==> config.mk <==
export PLATFORM = sky130hd
export DESIGN_NAME = rr_arb_mux
export DESIGN_NICKNAME = d
export VERILOG_FILES = /design/src/rtl/rr_arb_mux.sv
export SDC_FILE = /design/constraint.sdc
export NUM_CORES = 1
export LEC_CHECK = 0
export ABC_AREA = 0
export CORE_MARGIN = 1.5
export CORE_UTILIZATION = 47
export DETAILED_ROUTE_END_ITERATION = 10
export PLACE_DENSITY_LB_ADDON = 0.25
export SETUP_SLACK_MARGIN = 0.3
export SLEW_MARGIN = 5
export SYNTH_ARGS = -nofsm -noshare
export SYNTH_HDL_FRONTEND = slang
export SYNTH_SLANG_ARGS = --single-unit
==> constraint.sdc <==
create_clock -name clk -period 5.1 [get_ports clk]
set_input_delay 1.53 -clock clk [delete_from_list [all_inputs] [get_ports clk]]
set_output_delay 1.53 -clock clk [all_outputs]
set_load 0.02 [all_outputs]
==> src/rtl/rr_arb_mux.sv <==
// rtl/rr_arb_mux.sv - N-way round-robin / fixed-select arbitrating mux with registered handshaked output
//
// Ports:
//   clk, rst_n            clock, synchronous active-low reset
//   in_valid[N]           per-channel request
//   in_data[N*WIDTH]      flattened channel data, channel i at [i*WIDTH +: WIDTH]
//   in_ready[N]           per-channel accept (combinational, one-hot or zero)
//   fix_en, fix_sel       fixed-select mode enable and channel index
//   out_valid/out_data/out_sel/out_ready  registered output word and its source channel
module rr_arb_mux #(
  parameter int WIDTH = 32,
  parameter int N     = 4,
  parameter int SW    = $clog2(N)
) (
  input  logic               clk,
  input  logic               rst_n,
  input  logic [N-1:0]       in_valid,
  input  logic [N*WIDTH-1:0] in_data,
  output logic [N-1:0]       in_ready,
  input  logic               fix_en,
  input  logic [SW-1:0]      fix_sel,
  output logic               out_valid,
  output logic [WIDTH-1:0]   out_data,
  output logic [SW-1:0]      out_sel,
  input  logic               out_ready
);

  // Pad channel vectors to a power of two so any SW-bit index is in range;
  // padded channels never request and carry zero data.
  localparam int NP = 2 ** SW;

  logic [NP-1:0]    valid_pad;
  logic [WIDTH-1:0] ch_data [NP];
  logic [SW-1:0]    ptr;
  logic             load;
  logic             granted;
  logic [SW-1:0]    gidx;
  logic [N-1:0]     grant;
  int               sum;
  logic [SW-1:0]    idx;

  assign valid_pad = NP'(in_valid);

  for (genvar i = 0; i < NP; i++) begin : g_ch
    if (i < N) begin : g_real
      assign ch_data[i] = in_data[i*WIDTH +: WIDTH];
    end else begin : g_pad
      assign ch_data[i] = '0;
    end
  end

  // Output register can take a word when empty or being drained this cycle.
  assign load = !out_valid || out_ready;

  always_comb begin
    granted = 1'b0;
    gidx    = '0;
    sum     = 0;
    idx     = '0;
    if (fix_en) begin
      // Only fix_sel is examined, so other channels' valids never matter.
      if ((int'(fix_sel) < N) && valid_pad[fix_sel]) begin
        granted = 1'b1;
        gidx    = fix_sel;
      end
    end else begin
      // Scan ptr, ptr+1, ... wrapping at N-1 -> 0; first valid wins.
      for (int k = 0; k < N; k++) begin
        sum = int'(ptr) + k;
        if (sum >= N) sum = sum - N;
        idx = SW'(sum);
        if (!granted && valid_pad[idx]) begin
          granted = 1'b1;
          gidx    = idx;
        end
      end
    end
    grant = granted ? (N'(1) << gidx) : '0;
  end

  assign in_ready = (rst_n && load) ? grant : '0;

  always_ff @(posedge clk) begin
    if (!rst_n) begin
      out_valid <= 1'b0;
      out_data  <= '0;
      out_sel   <= '0;
      ptr       <= '0;
    end else if (load) begin
      if (granted) begin
        out_valid <= 1'b1;
        out_data  <= ch_data[gidx];
        out_sel   <= gidx;
        // Fixed-mode transfers leave the round-robin position untouched.
        if (!fix_en) begin
          ptr <= (int'(gidx) == N - 1) ? '0 : gidx + SW'(1);
        end
      end else begin
        // Empty cycle: data/sel keep their last values.
        out_valid <= 1'b0;
      end
    end
  end

endmodule
==> impl_metrics.py, run 1 <==
metrics = {
    "status": {
        "status": "finished clean",
    },
    "clocking": {
        "cts_root_buf": "clkbuf_8",
        "cts_sinks": 37,
        "cts_tree": "yes",
        "clk_path_buf_depth": 2,
        "clk_pin_slew_worst_paths_ps": 80,
        "clock_latency_ps": 300,
        "cts_hold_buffers": 0,
        "cts_buffers": 5,
        "cts_max_level": 2,
    },
    "setup_path": {
        "slowest_delay_ps": 490,
        "cp_slowest_cell": "or4_1",
        "crit_type": "in2out",
        "crit_fanout": 6,
        "worst_setup_path_end_kind": "primary output",
        "path_cells": "dlygate4sd2_1 > or4_1 > a222oi_1 > buf_4 > nor2_4 > and3_1 > buf_4",
        "arrival_ps": 3240,
        "r2r_cells": 7,
        "startpoint_type": "input port",
        "path_depth": 7,
        "crit_buf_inv": 3,
        "worst_ep_required_time_ps": 3570,
        "path_delay_family": "simple AND/OR/NAND/NOR gates",
        "crit_path_frequent_cell": "buf_4",
    },
    "power_and_ir_drop": {
        "p_total_mw": 1.261,
        "combPwrFrac_pct": 55.3,
        "p_clk_share_pct": 17.1,
        "p_int_uw": 731.7,
        "pwr_density_cell_mw_per_mm2": 186.9,
        "power_switching_share_pct": 41.97,
        "peakVddDrop_mv": 0.1084,
        "p_seq_share_pct": 27.6,
        "p_leak_nw": 2.417,
        "p_sw_uw": 529.2,
    },
    "die": {
        "die_h_um": 105.6,
        "io_pins": 177,
        "fp-row-count": 37,
        "die-area_sq_mm": 0.01114,
        "coreArea_sq_mm": 0.01028,
        "die_x_um": 105.6,
        "start_util_pct": 48.10,
    },
    "sta": {
        "finalCritPeriodShare_pct": 93.60,
        "finalMaxSlewViolations": 0,
        "setup_viol": 0,
        "min_period_ps": 4774,
        "rsz0062_at_grt": "no",
        "worst_slew_pin_slew_ps": 1299,
        "max_freq_mhz": 209.5,
        "hold_viol": 0,
        "slew_headroom_pct": 13.42,
        "fin_skew_ps": 5.761,
        "setup-tns-final_ps": 0,
        "fin_ws_ps": 326.4,
    },
    "yosys": {
        "syn-cell-area_sq_mm": 0.004943,
        "ys_async_sr_fraction_pct": 0,
        "synth_edf_count": 0,
        "synth_cells": 707,
        "ys_seq_area_share_pct": 14.98,
        "yosysWarnings": 0,
        "synth_ff_type": "dfxtp_1",
        "yosysTopAreaCell": "dfxtp_1",
        "avgSynthCellArea_sq_um": 6.992,
        "synth_seq_cells": 37,
        "synthTopCellsByArea": "dfxtp_1 15%, o2111a_1 15%, nor3_1 13%",
        "synth_nets": 847,
        "synth_top_area_share_pct": 14.98,
        "synth.distinct_cells": 42,
    },
    "cells_and_area": {
        "diodes": 0,
        "layout_commonest_cell": "clkdlybuf4s50_1",
        "n_fill_cell": 884,
        "final_cell_mix": "165 x clkdlybuf4s50_1, 162 x nand2_1, 130 x nor3_1, 74 x o221ai_1",
        "final_nets": 955,
        "syn_to_final_growth_pct": 36.45,
        "stdcell_area_sq_mm": 0.006745,
        "drive_gt1_share_pct": 9.559,
    },
    "route": {
        "drt-initial-drc-count": 725,
        "drc_errors": 0,
        "drtAntennaViolNets": 0,
        "dr.pass1.iters": 6,
        "vias_per_cell": 6.970,
        "routed-via-count": 6635,
        "wl_per_cell_um": 19.42,
        "routed_wl_um": 18490,
    },
    "global_routing": {
        "grt_max_degree": 129,
        "first_global_vias": 6115,
        "gr-total-overflow": 0,
        "grt.total_usage_pct": 31.27,
        "grt_antenna_before_repair": 0,
        "grt_pass1_wl_um": 29430,
    },
    "placement": {
        "dpl.hpwl_um": 11230,
        "place_ws_ps": -246.6,
        "gp_congestion": 0.8370,
        "io_buffers": 176,
        "dpl_cell_area_sq_mm": 0.006638,
    },
    "flow_run": {
        "max_cap_violations": 0,
    },
    "hold_path": {
        "hold_depth": 2,
        "hold_class": "reg2reg",
    },
}
cell usage after synthesis (3+ instances only):
| master | n |
|---|---|
| inv_1 | 6 |
| o221ai_1 | 74 |
| nor2b_1 | 4 |
| buf_2 | 19 |
| dfxtp_1 | 37 |
| buf_4 | 3 |
| buf_6 | 6 |
| buf_1 | 10 |
| nand4_1 | 64 |
| nand2_1 | 163 |
| nor3_1 | 131 |
| o2111a_1 | 64 |
| o221ai_2 | 22 |
| clkbuf_1 | 64 |
| and2_1 | 3 |
| o211a_1 | 3 |
| nor2_1 | 4 |
cell type report:
type	count	area, sq um	share of cell area, %
flip-flops and latches	37	740.7	10.98
well taps	136	170.2	2.523
inverters	7	28.78	0.4266
clock buffers	5	68.82	1.020
repair buffers	203	1953	28.96
multi-input cells	561	3766	55.83
clock inverters	3	17.52	0.2597
final timing paths:
kind | start | end | slack, ps
worst max register to register | ptr[0] | out_data[4] | 2260
worst min-delay path | out_data[17] | out_data[17] | 470
worst max-delay path | in_valid[1] | in_ready[2] | 330
worst min register to register | out_data[17] | out_data[17] | 470
sequential cells by signal, indices dropped and copies added, names as in the netlist:
signal,count
ptr,2
out_sel,2
out_data,32
out_valid,1
worst reg2reg max path: stages (launching register included):
cell      delay (ps)
dfxtp_1          390
inv_1            140
a221oi_4         290
buf_4            480
buf_4            760
nor3_1           140
nor3_1           360
o221ai_2         150
repair_timing:
item                                    CTS  global route
pin swaps                                 1             2
endpoints found under the setup margin    4             4
buffers inserted                          1             1
resized for setup                        23            13
stage by stage:
step,cells,hold slack (ps),util (%)
floorplan,707,525.8,-
global placement,942,446.3,64.58
detailed placement,942,446.2,64.58
CTS,951,476.8,65.35
global route,952,496.5,65.63
finish,952,472.2,65.63
cells by family after synthesis:
| family | after synthesis | share of synthesized area [%] |
|---|---|---|
| compound gates | 173 | 36.75 |
| fa+ha+maj | 2 | 0.5061 |
| buf+inv | 109 | 9.896 |
| flops | 37 | 14.98 |
| mux | 4 | 0.8858 |
| simple gates | 382 | 36.98 |
power groups by stage:
stage          registers (mW)  clock network [mW]  logic [mW]
2_1_floorplan           0.393                   0       0.363
3_3_place_gp            0.353                   0       0.664
3_5_place_dp            0.354                   0       0.683
4_1_cts                 0.348               0.221       0.685
5_1_grt                 0.352               0.236       0.746
6_report                0.348               0.215       0.698
per-layer routing:
layer | part of all wire [%] | vias up | wire, um | global-route usage, %
met2 | 48 | 408 | 8868 | 52.33
met4 | 2.3 | 0 | 426 | 9.266
met1 | 41 | 3123 | 7548 | 40.75
li1 | - | 3054 | - | -
met3 | 8.9 | 50 | 1643 | 5.937
met5 | 0 | - | 0 | 0
No activity file was read; power rests on OpenSTA's default activity.
==> inputs of run 2 (changes only) <==
--- a/config.mk
+++ b/config.mk
@@ -6,7 +6,7 @@
 export NUM_CORES = 1
 export LEC_CHECK = 0
 export ABC_AREA = 0
-export CORE_MARGIN = 1.5
+export CORE_ASPECT_RATIO = 1.5
 export CORE_UTILIZATION = 47
 export DETAILED_ROUTE_END_ITERATION = 10
 export PLACE_DENSITY_LB_ADDON = 0.25
==> impl_metrics.py, run 2 (same netlist as run 1, synthesis figures left out) <==
metrics = {
    "status": {
        "status": "finished clean",
    },
    "sta": {
        "worst_slew_pin_slew_ps": 1345,
        "fin_skew_ps": 11.37,
        "setup_viol": 0,
        "holdWs_ps": 467.1,
        "setup-tns-final_ps": 0,
        "finalCritPeriodShare_pct": 92.77,
        "hold_viol": 0,
        "slew_headroom_pct": 10.32,
        "finalMaxSlewViolations": 0,
        "max_freq_mhz": 211.4,
        "min_period_ps": 4731,
        "rsz0062_at_grt": "no",
    },
    "route": {
        "vias_per_cell": 6.905,
        "wl_per_cell_um": 19.54,
        "routed-via-count": 6594,
        "drtAntennaViolNets": 0,
        "drt-initial-drc-count": 760,
        "drc_errors": 0,
        "routed_wl_um": 18660,
        "dr.pass1.iters": 5,
    },
    "setup_path": {
        "crit_type": "in2out",
        "worst_ep_required_time_ps": 3570,
        "worst_setup_path_end_kind": "primary output",
        "crit_fanout": 5,
        "arrival_ps": 3200,
        "r2r_cells": 6,
        "startpoint_type": "input port",
        "reg2reg_slack_ps": 2350,
    },
    "cells_and_area": {
        "diodes": 0,
        "layout_commonest_cell": "clkdlybuf4s50_1",
        "top_register": "out_data",
        "largest_register_ffs": 32,
        "final_cell_mix": "165 x clkdlybuf4s50_1, 163 x nand2_1, 131 x nor3_1, 74 x o221ai_1",
        "syn_to_final_growth_pct": 37.46,
        "largest_registers": "out_data: 32 flops, out_sel: 2 flops, ptr: 2 flops",
        "final_nets": 953,
        "drive_gt1_share_pct": 9.091,
    },
    "die": {
        "coreArea_sq_mm": 0.01019,
        "die_h_um": 127.6,
        "fp-row-count": 45,
        "start_util_pct": 48.51,
        "die-area_sq_mm": 0.01094,
        "io_pins": 177,
        "die_x_um": 85.74,
    },
    "clocking": {
        "clk_path_buf_depth": 2,
        "cts_sinks": 37,
        "clk_pin_slew_worst_paths_ps": 60,
        "clock_latency_ps": 290,
        "cts_max_level": 2,
        "cts_tree": "yes",
        "cts_hold_buffers": 0,
        "cts_buffers": 5,
        "cts_root_buf": "clkbuf_16",
    },
    "power_and_ir_drop": {
        "pwr_density_cell_mw_per_mm2": 199.6,
        "peakVddDrop_mv": 0.1189,
        "p_leak_nw": 2.436,
    },
    "hold_path": {
        "hold_depth": 2,
        "hold_class": "reg2reg",
    },
    "global_routing": {
        "grt_pass1_wl_um": 29760,
        "grt.total_usage_pct": 33.14,
        "grt_max_degree": 129,
        "grtUsageMet3_pct": 5.297,
        "busiest_layer": "met2",
        "grtUsageMet1_pct": 39.52,
        "gr-total-overflow": 0,
        "grt_antenna_before_repair": 0,
        "gr-usage-met2_pct": 55.67,
        "first_global_vias": 6197,
    },
    "placement": {
        "dpl.hpwl_um": 11510,
        "io_buffers": 176,
        "gp_congestion": 0.8246,
    },
    "flow_run": {
        "max_cap_violations": 0,
    },
}
-- run 2: final timing paths --
kind | start | endpoint
setup / recovery | in_valid[2] | in_ready[0]
hold / removal | out_data[29] | out_data[29]
setup reg to reg | ptr[0] | out_data[3]
hold reg to reg | out_data[29] | out_data[29]
-- run 2: timing repair --
item	CTS	global route
setup buffers	2	1
endpoints found under the setup margin	4	4
resized for setup	31	3
gates cloned	0	0
pin swaps	6	2
-- run 2: per-layer routing --
metal	share of wire, %	wire length, um
met3	7.5	1401
met5	0	0
met2	49	9212
met4	5.3	987
met1	38	7057
-- run 2: final cells by class --
type	count	area, sq um
repair buffers	201	1946
flip-flops and latches	37	740.7
clock buffers	6	128.9
multi-input cells	561	3766
inverters	7	27.53
fillers	902	3396
well taps	141	176.4
clock inverters	2	10.01
-- run 2: per-stage QoR --
step	area (sq um)	std cells	total power [mW]	setup slack, ps	util [%]
4_1_cts	6780	954	1.348	317.1	66.53
6_report	6795	955	1.356	368.6	66.68
2_1_floorplan	4943	707	0.7563	437.5	-
3_3_place_gp	6620	944	1.016	-233.1	64.96
3_5_place_dp	6620	944	1.037	-314.3	64.96
5_1_grt	6795	955	1.423	302.1	66.68
-- run 2: report_power, final --
part           internal, mW  leakage (nW)  switching (mW)  total, mW
Combinational         0.310          2.06           0.389      0.699
Clock                 0.180        0.0706           0.126      0.306
Sequential            0.327         0.305          0.0249      0.351
Total                 0.816          2.44           0.540       1.36
-- run 2: worst max-delay path, cell delays in order --
cell,delay [ps]
dlygate4sd2_1,240
buf_6,120
buf_4,150
a221oi_4,280
o211ai_1,170
and2_4,200
ha_1,200
and3_1,190
buf_6,130
==> inputs of run 3 (changes only) <==
==> constraint.sdc (replaced) <==
create_clock -name clk -period 4.41 [get_ports clk]
set_input_delay 1.323 -clock clk [delete_from_list [all_inputs] [get_ports clk]]
set_output_delay 1.323 -clock clk [all_outputs]
set_load 0.02 [all_outputs]
==> impl_metrics.py, run 3 (same netlist as run 1, synthesis figures left out) <==
metrics = {
    "cells_and_area": {
        "fin_cells": 963,
        "syn_to_final_growth_pct": 40.47,
        "layout_commonest_cell": "clkdlybuf4s50_1",
        "stdcell_area_sq_mm": 0.006944,
        "final_nets": 961,
        "top_register": "out_data",
        "diodes": 0,
        "drive_gt1_share_pct": 11.19,
        "final_cell_mix": "165 x clkdlybuf4s50_1, 162 x nand2_1, 130 x nor3_1, 74 x o221ai_1",
        "final_util_pct": 68.14,
        "largest_register_ffs": 32,
        "largest_registers": "out_data: 32 flops, out_sel: 2 flops, ptr: 2 flops",
    },
    "sta": {
        "setup-tns-final_ps": 0,
        "slew_headroom_pct": 47.60,
        "hold_viol": 0,
        "setup_viol": 0,
        "finalMaxSlewViolations": 0,
        "fin_ws_ps": 260.9,
        "min_period_ps": 4149,
        "finalCritPeriodShare_pct": 94.08,
        "rsz0062_at_grt": "yes",
        "fin_skew_ps": 5.335,
        "max_freq_mhz": 241.0,
        "holdWs_ps": 465.7,
        "worst_slew_pin_slew_ps": 786.1,
    },
    "route": {
        "dr.pass1.iters": 5,
        "drt-initial-drc-count": 722,
        "vias_per_cell": 6.877,
        "drtAntennaViolNets": 0,
        "routed-via-count": 6623,
        "routed_wl_um": 18600,
        "wl_per_cell_um": 19.32,
        "drc_errors": 0,
    },
    "clocking": {
        "clock_latency_ps": 290,
        "cts_buffers": 5,
        "clk_pin_slew_worst_paths_ps": 60,
        "cts_root_buf": "clkbuf_16",
        "cts_sinks": 37,
        "cts_tree": "yes",
        "cts_max_level": 2,
        "clk_path_buf_depth": 2,
    },
    "setup_path": {
        "arrival_ps": 2830,
        "path_cells": "dlygate4sd2_1 > mux2_4 > and2_2 > nand2_1 > and2_4 > ha_1 > and3_4 > buf_6",
        "worst_ep_required_time_ps": 3090,
        "slowest_delay_ps": 310,
        "reg2reg_slack_ps": 1520,
        "startpoint_type": "input port",
        "crit_type": "in2out",
        "worst_setup_path_end_kind": "primary output",
        "path_delay_family": "simple AND/OR/NAND/NOR gates",
        "cp_slowest_cell": "mux2_4",
        "crit_fanout": 4,
        "crit_buf_inv": 2,
    },
    "die": {
        "fp-row-count": 45,
        "die_h_um": 127.6,
        "start_util_pct": 48.51,
        "die_x_um": 85.74,
        "die-area_sq_mm": 0.01094,
        "io_pins": 177,
        "coreArea_sq_mm": 0.01019,
    },
    "placement": {
        "gp_congestion": 0.8345,
        "dpl_cell_area_sq_mm": 0.006694,
        "io_buffers": 176,
        "dpl.hpwl_um": 11790,
        "placedCellCount": 952,
        "place_ws_ps": -547.9,
    },
    "global_routing": {
        "gr-total-overflow": 0,
        "grt_pass1_wl_um": 29680,
        "grt.total_usage_pct": 32.97,
        "grt_antenna_before_repair": 0,
        "first_global_vias": 6175,
        "grt_max_degree": 79,
    },
    "hold_path": {
        "hold_class": "reg2reg",
    },
    "power_and_ir_drop": {
        "peakVddDrop_mv": 0.1541,
        "pwr_density_cell_mw_per_mm2": 245.1,
        "p_leak_nw": 2.500,
        "p_total_mw": 1.702,
    },
    "status": {
        "status": "finished clean",
    },
    "flow_run": {
        "max_cap_violations": 0,
    },
}
run 3: worst paths after layout:
path / depth (start not counted) / from / to
worst max-delay path: 8 / fix_sel[1] / in_ready[2]
worst min-delay path: 2 / out_data[29] / out_data[29]
worst max register to register: 7 / ptr[0] / out_data[22]
worst min register to register: 2 / out_data[29] / out_data[29]
run 3: routing by layer:
| layer | up-vias | GRT usage (%) | part of all wire (%) |
|---|---|---|---|
| li1 | 3058 | - | - |
| met1 | 3117 | 39.29 | 38 |
| met2 | 377 | 55.58 | 50 |
| met3 | 71 | 5.749 | 7.2 |
| met4 | 0 | 18.24 | 4.7 |
| met5 | - | 0 | 0 |
run 3: area by class of cell:
cell class | count | area [sq um]
clock buffers | 5 | 125.1
clock inverters | 3 | 65.06
fillers | 852 | 3247
inverters | 7 | 28.78
multi-input cells | 561 | 3791
flip-flops and latches | 37 | 740.7
well taps | 141 | 176.4
repair buffers | 209 | 2017
run 3: worst register-to-register path, delay by kind of cell, from the launching register on:
family	cells	cell delay, ps
buffers and inverters	3	1410
AO/OA/AOI/OAI	2	430
flip-flops	1	380
AND/OR/NAND/NOR	2	540
run 3: report_power, final:
group          internal, mW  total, mW  leakage, nW  switching, mW
registers             0.377      0.404        0.305         0.0266
logic                 0.366      0.817         2.10          0.451
clock network         0.323      0.481       0.0938          0.157
total                  1.07       1.70         2.50          0.634
run 3: what timing repair did:
item	in CTS	in global routing
setup buffers	3	0
hold endpoints to repair	0	0
pin swaps	7	1
endpoints found under the setup margin	4	4
resized for setup	56	3
hold buffers	0	0
